--- src/rtl/snake_pkg.sv ---
// Shared types and constants for the snake movement engine: directions, FSM states,
// PS/2 set-2 key codes and the grid coordinate struct.
package snake_pkg;

  localparam int COORD_W = 8;

  typedef enum logic [1:0] {UP, DOWN, LEFT, RIGHT} dir_t;

  typedef enum logic {ALIVE, DEAD} state_t;

  localparam logic [7:0] KEY_UP    = 8'h1D;
  localparam logic [7:0] KEY_DOWN  = 8'h1B;
  localparam logic [7:0] KEY_LEFT  = 8'h1C;
  localparam logic [7:0] KEY_RIGHT = 8'h23;

  typedef struct packed {
    logic [COORD_W-1:0] x;
    logic [COORD_W-1:0] y;
  } coord_t;

  function automatic logic keyValid(input logic [7:0] key);
    return (key == KEY_UP) || (key == KEY_DOWN) || (key == KEY_LEFT) || (key == KEY_RIGHT);
  endfunction

  function automatic dir_t keyDir(input logic [7:0] key);
    dir_t d;
    case (key)
      KEY_UP:   d = UP;
      KEY_DOWN: d = DOWN;
      KEY_LEFT: d = LEFT;
      default:  d = RIGHT;
    endcase
    return d;
  endfunction

  function automatic dir_t reverseOf(input dir_t d);
    dir_t r;
    case (d)
      UP:      r = DOWN;
      DOWN:    r = UP;
      LEFT:    r = RIGHT;
      default: r = LEFT;
    endcase
    return r;
  endfunction

endpackage

--- src/rtl/snake_tick_div.sv ---
// Movement tick divider: counts enabled cycles and emits a one-cycle step strobe
// on the cycle the count wraps from DIV-1 back to 0.
module snake_tick_div #(
  parameter int DIV = 5000000
) (
  input  logic clk,
  input  logic rst,
  input  logic i_clear,
  input  logic i_en,
  output logic o_step
);

  localparam int CW = (DIV > 1) ? $clog2(DIV) : 1;
  localparam logic [CW-1:0] LAST = CW'(DIV - 1);

  logic [CW-1:0] r_cnt;
  logic          w_wrap;

  assign w_wrap = (r_cnt == LAST);

  always_ff @(posedge clk) begin
    if (rst || i_clear) begin
      r_cnt <= '0;
    end else if (i_en) begin
      r_cnt <= w_wrap ? '0 : r_cnt + CW'(1);
    end
  end

  // The strobe is masked by reset/clear so a reset landing on a wrap cycle never steps.
  assign o_step = i_en && w_wrap && !rst && !i_clear;

endmodule

--- src/rtl/snake_body.sv ---
// Snake movement engine: segment storage, stepping, wall/self collision and cell query.
// Optional macro SNAKE_WRAP_EN makes wall exits wrap to the opposite edge instead of killing.
module snake_body
  import snake_pkg::*;
#(
  parameter int GRID_W   = 32,
  parameter int GRID_H   = 24,
  parameter int MAX_LEN  = 16,
  parameter int INIT_LEN = 4,
  parameter int TICK_DIV = 5000000
) (
  input  logic                         clk,
  input  logic                         rst,
  input  logic                         init_snake,
  input  logic                         screen_pause,
  input  logic [7:0]                   key_code,
  input  logic                         grow,
  output logic                         died,
  output logic [$clog2(GRID_W)-1:0]    head_x,
  output logic [$clog2(GRID_H)-1:0]    head_y,
  output logic [$clog2(MAX_LEN+1)-1:0] length,
  input  logic [$clog2(GRID_W)-1:0]    q_x,
  input  logic [$clog2(GRID_H)-1:0]    q_y,
  output logic                         q_hit
);

  localparam int XW = $clog2(GRID_W);
  localparam int YW = $clog2(GRID_H);
  localparam int LW = $clog2(MAX_LEN + 1);

  localparam logic [COORD_W-1:0] X_MAX = COORD_W'(GRID_W - 1);
  localparam logic [COORD_W-1:0] Y_MAX = COORD_W'(GRID_H - 1);

  state_t r_state;
  state_t w_stateNext;
  dir_t   r_dir;
  dir_t   r_dirPend;
  dir_t   w_dirReq;

  coord_t          r_seg [MAX_LEN];
  logic [LW-1:0]   r_len;
  logic            r_growPend;
  logic            r_died;
  logic            r_qHit;

  logic   w_hold;
  logic   w_live;
  logic   w_step;
  logic   w_keyOk;
  logic   w_growing;
  coord_t w_next;
  coord_t w_query;
  logic   w_wall;
  logic   w_wallKill;
  logic   w_selfHit;
  logic   w_collide;
  logic   w_qHit;

  assign w_hold = rst || init_snake;
  assign w_live = (r_state == ALIVE) && !screen_pause;

  snake_tick_div #(
    .DIV (TICK_DIV)
  ) u_tick (
    .clk     (clk),
    .rst     (rst),
    .i_clear (init_snake),
    .i_en    (w_live),
    .o_step  (w_step)
  );

  // Reverse requests are judged against the committed direction, not the pending one.
  assign w_keyOk   = w_live && keyValid(key_code) && (keyDir(key_code) != reverseOf(r_dir));
  assign w_dirReq  = w_keyOk ? keyDir(key_code) : r_dirPend;
  assign w_growing = (r_growPend || grow) && (r_len < LW'(MAX_LEN));

  always_comb begin
    w_next = r_seg[0];
    w_wall = 1'b0;
    case (w_dirReq)
      UP: begin
        if (r_seg[0].y == '0) begin
          w_wall   = 1'b1;
          w_next.y = Y_MAX;
        end else begin
          w_next.y = r_seg[0].y - COORD_W'(1);
        end
      end
      DOWN: begin
        if (r_seg[0].y == Y_MAX) begin
          w_wall   = 1'b1;
          w_next.y = '0;
        end else begin
          w_next.y = r_seg[0].y + COORD_W'(1);
        end
      end
      LEFT: begin
        if (r_seg[0].x == '0) begin
          w_wall   = 1'b1;
          w_next.x = X_MAX;
        end else begin
          w_next.x = r_seg[0].x - COORD_W'(1);
        end
      end
      default: begin
        if (r_seg[0].x == X_MAX) begin
          w_wall   = 1'b1;
          w_next.x = '0;
        end else begin
          w_next.x = r_seg[0].x + COORD_W'(1);
        end
      end
    endcase
  end

`ifdef SNAKE_WRAP_EN
  assign w_wallKill = 1'b0;
`else
  assign w_wallKill = w_wall;
`endif

  // The tail slot is safe to enter unless this step keeps it (growth).
  always_comb begin
    w_selfHit = 1'b0;
    for (int i = 1; i < MAX_LEN; i++) begin
      if ((LW'(i) < r_len) && (r_seg[i] == w_next) &&
          !((LW'(i) == r_len - LW'(1)) && !w_growing)) begin
        w_selfHit = 1'b1;
      end
    end
  end

  assign w_collide = w_wallKill || w_selfHit;

  always_comb begin
    w_query.x = COORD_W'(q_x);
    w_query.y = COORD_W'(q_y);
    w_qHit    = 1'b0;
    for (int i = 0; i < MAX_LEN; i++) begin
      if ((LW'(i) < r_len) && (r_seg[i] == w_query)) begin
        w_qHit = 1'b1;
      end
    end
  end

  always_ff @(posedge clk) begin
    if (w_hold) begin
      r_state <= ALIVE;
    end else begin
      r_state <= w_stateNext;
    end
  end

  always_comb begin
    w_stateNext = r_state;
    if ((r_state == ALIVE) && w_step && w_collide) begin
      w_stateNext = DEAD;
    end
  end

  always_ff @(posedge clk) begin
    if (w_hold) begin
      r_dir      <= RIGHT;
      r_dirPend  <= RIGHT;
      r_len      <= LW'(INIT_LEN);
      r_growPend <= 1'b0;
      r_died     <= 1'b0;
      r_qHit     <= 1'b0;
      for (int i = 0; i < MAX_LEN; i++) begin
        r_seg[i].y <= COORD_W'(GRID_H / 2);
        r_seg[i].x <= (i < INIT_LEN) ? COORD_W'(GRID_W / 2 - i) : COORD_W'(GRID_W / 2);
      end
    end else begin
      r_died <= 1'b0;
      r_qHit <= w_qHit;
      if (grow) begin
        r_growPend <= 1'b1;
      end
      if (w_live) begin
        r_dirPend <= w_dirReq;
      end
      if (w_step) begin
        r_growPend <= 1'b0;
        if (w_collide) begin
          r_died <= 1'b1;
        end else begin
          r_dir    <= w_dirReq;
          r_seg[0] <= w_next;
          for (int i = 1; i < MAX_LEN; i++) begin
            r_seg[i] <= r_seg[i-1];
          end
          if (w_growing) begin
            r_len <= r_len + LW'(1);
          end
        end
      end
    end
  end

  assign died   = r_died;
  assign head_x = r_seg[0].x[XW-1:0];
  assign head_y = r_seg[0].y[YW-1:0];
  assign length = r_len;
  assign q_hit  = r_qHit;

endmodule

--- config.mk ---
export PLATFORM = sky130hd
export DESIGN_NAME = snake_body
export DESIGN_NICKNAME = d
export VERILOG_FILES = /design/src/rtl/snake_pkg.sv /design/src/rtl/snake_tick_div.sv /design/src/rtl/snake_body.sv
export SDC_FILE = /design/constraint.sdc
export NUM_CORES = 1
export LEC_CHECK = 0
export CORE_MARGIN = 2
export CORE_UTILIZATION = 45
export CTS_BUF_LIST = sky130_fd_sc_hd__clkbuf_4 sky130_fd_sc_hd__clkbuf_8
export DETAILED_ROUTE_END_ITERATION = 7
export HOLD_SLACK_MARGIN = 0.03
export PLACE_DENSITY = 0.65
export SLEW_MARGIN = 5
export SYNTH_ARGS = -nofsm -noshare
export SYNTH_HDL_FRONTEND = slang
export SYNTH_SLANG_ARGS = --single-unit
--- constraint.sdc ---
create_clock -name clk -period 27.1 [get_ports clk]
set_input_delay 5.42 -clock clk [delete_from_list [all_inputs] [get_ports clk]]
set_output_delay 5.42 -clock clk [all_outputs]
set_load 0.02 [all_outputs]
==> results.json <==
{
  "max_freq_ghz": 0.0793,
  "initial_utilization_pct": 45.6,
  "cpPeakStageDelay_ps": 890,
  "final_nets": 2115,
  "synthToLayoutAreaGrowth_pct": 9.65,
  "cts_tree": "done",
  "fin_setup_tns_ps": 0,
  "hold_violations": 0,
  "min_period_ps": 12620,
  "cp.arrival_ps": 12880,
  "p_leak_uw": 0.00708,
  "critPathTopFamily": "compound AO/OA/AOI/OAI gates",
  "synthArstFlopShare_pct": 0,
  "rsz0062_at_grt": "no",
  "ys_warn_count": 0,
  "viasPerCell": 6.72,
  "finalCritPeriodShare_pct": 46.6,
  "syn-cell-area_um2": 19700,
  "cts_hold_buf": 0,
  "setup_slack_ps": 14480,
  "path_cells": "clkdlybuf4s50_1 > nor2_1 > nand3_1 > o21ai_1 > nand3_2 > buf_4 > a22oi_2 > nor3_1 > a21oi_1 > a21oi_1 > o2111ai_1 > o32ai_1 > a311oi_1 > nand4_1 > nand2_4 > buf_4",
  "post-cts-setup-buffers": 0,
  "drive_above_1_share_pct": 9.69,
  "cts_resized": 0,
  "wl_per_cell_um": 32.0,
  "drc": 0,
  "max_slew.worst_pin.slew_ps": 1370,
  "ys_top_cells_by_area": "edfxtp_1, dfxtp_1, xnor2_1",
  "comb_power_share_pct": 12.1,
  "synth_edf_count": 136,
  "insertion_delay_ps": 670,
  "path_buf_inv": 3,
  "path_max_fanout": 72,
  "io_pins": 40,
  "path_clk_slew_ps": 60,
  "synth_top_flop_cell": "dfxtp_1",
  "vias": 18200,
  "yosysTopAreaCellShare_pct": 20.8,
  "critPathRequiredTime_ps": 27360,
  "maxCapViolCount": 0,
  "fin_hold_ws_ps": 493,
  "intPower_uw": 800,
  "syn_avg_cell_area_um2": 9.23,
  "dieWidth_um": 213,
  "synth_fa_ha_area_share_pct": 0.764,
  "slew_headroom_pct": 8.82,
  "grt_first_pass_wirelength_mm": 123,
  "place_congestion": 1.06,
  "yosys.area_share.simple_pct": 20.1,
  "p_seq_share_pct": 44.5,
  "ys_types": 92,
  "crit_type": "in2reg",
  "cts_buffers": 55,
  "synth_top_family_by_area": "simple AND/OR/NAND/NOR gates",
  "routed_wirelength_mm": 86.7,
  "synth-xor-area-share_pct": 19.0,
  "synth-compound-area-share_pct": 16.8,
  "synthCells": 2129,
  "ir_drop_v": 0.0000350,
  "cts_max_path_buffers": 3,
  "grt_pass1_vias": 17100,
  "grt.overflow.total": 0,
  "root_buffer": "clkbuf_8",
  "rows": 76,
  "preCtsSetupSlack_ps": 14040,
  "fp.dieH_um": 213,
  "worst_path_max_delay_cell": "a22oi_2",
  "synthMuxAreaShare_pct": 1.30,
  "status": "finished, final reports clean",
  "first_pass_iters": 6,
  "htree_levels": 2,
  "synthesis.nets": 2164,
  "final_cell_area_um2": 21500,
  "yosysSeqAreaShare_pct": 36.7,
  "swShare_pct": 28.0,
  "instances_no_fill": 2711,
  "route.antenna.remaining_nets": 0,
  "grt_max_degree": 97,
  "coreArea_um2": 43100,
  "synth_top_area_cell": "edfxtp_1",
  "crit_path_end_kind": "flop",
  "power.density_nw_per_um2": 51.6,
  "p_sw_uw": 312,
  "clock_sinks": 292,
  "p_clk_share_pct": 43.3,
  "drt_iter0_drc": 2636,
  "finalMaxSlewViolations": 0,
  "setup_viol": 0,
  "post-place-cells": 2608,
  "placed_cell_area_um2": 20300,
  "grt_use_total_pct": 38.0,
  "yosys_register_bits": 292,
  "dp_hpwl_mm": 60.5,
  "fin_skew_ps": 43.1,
  "hp-class": "reg2reg",
  "portBuffers": 39,
  "antenna_found_initial": 1,
  "die-area_um2": 45400,
  "startpoint_type": "input pin"
}
==> synthesized netlist by cell type, types with 42 or more instances <==
cell	instances
nor2_1	133
buf_2	50
a32o_1	101
edfxtp_1	136
a21oi_1	70
o21ai_0	50
nand2b_1	42
nand2_1	89
xnor2_1	277
and2_1	89
nand4_1	75
nor4_1	46
clkbuf_1	105
nor3_1	96
xor2_1	148
nand3_1	59
dfxtp_1	156
==> state kept, by name (all words and copies together) (netlist names) <==
name and count:
r_dirPend 2, r_seg 256, u_tick.r_cnt 23, r_dir 2
r_state 1, died 1, q_hit 1, length 5
r_growPend 1
==> cells by family after synthesis <==
group / after synthesis
flip-flops: 292
AND/OR/NAND/NOR: 730
XOR/XNOR: 426
adder cells (fa/ha/maj): 12
multiplexers: 21
AO/OA/AOI/OAI: 419
buffers and inverters: 229
==> final timing paths <==
| path | start | end | slack [ps] | depth (start not counted) |
|---|---|---|---|---|
| setup / recovery | screen_pause | r_seg[0][26] | 14480 | 16 |
| hold / removal | r_state | r_state | 490 | 1 |
| setup reg to reg | r_state | r_seg[0][26] | 19340 | 15 |
| hold reg to reg | r_state | r_state | 490 | 1 |
==> cell usage in the layout, fill, tap and decap left out, types with 15 or more instances in the layout <==
cell type        instances
xor2_1                 148
nand3_1                 58
nand4_1                 75
edfxtp_1               136
nand2_1                 88
a21oi_1                 69
a2111oi_0               15
buf_4                   55
o2111ai_1               16
xnor2_1                274
inv_1                   27
and2_1                  89
a32o_1                 101
nor3_1                  96
dfxtp_1                156
nor4_1                  46
and3_1                  20
nand2b_1                42
a211oi_1                18
clkbuf_8                68
or3_1                   16
o21ai_0                 50
nor2_1                 131
clkdlybuf4s50_1         39
clkbuf_4                16
==> final cells by class <==
class                      instances  area [um2]
fill                            4058       21500
tap                              585         732
clock buffer                      84        1060
antenna                            1        2.50
multi-input combinational       1608       11500
inverter                          29         109
sequential                       292        7210
clock inverter                    18         175
timing repair buffer              94         803
==> power groups by stage <==
stage / clock, uW / combinational [uW] / sequential, uW
after floorplan: 0 / 89.1 / 491
final: 482 / 135 / 495
after CTS: 487 / 131 / 493
after global placement: 0 / 130 / 503
after global routing: 506 / 141 / 494
after detailed placement: 0 / 130 / 502
==> through the flow <==
| step | util [%] | power (uW) |
|---|---|---|
| 2_1_floorplan | - | 580 |
| 5_1_grt | 50.0 | 1140 |
| 4_1_cts | 50.0 | 1110 |
| 3_3_place_gp | 47.2 | 633 |
| 6_report | 50.0 | 1110 |
| 3_5_place_dp | 47.2 | 632 |
==> worst register-to-register path: cells and delay by family (launching register included) <==
kind,cells,cell delay [ps]
and+or+nand+nor,6,2360
buffers and inverters,2,1270
AOI/OAI and AO/OA,7,3340
DFF,1,320
==> per-layer routing <==
layer  track usage (%)  wire (um)  vias up
met1              50.8      35000     8933
met5                 0          0        -
met3              7.47       8510      307
met2              57.4      37600     1241
li1                  -          -     7727
met4              21.2       5570        0
(Power assumes the default switching activity.)
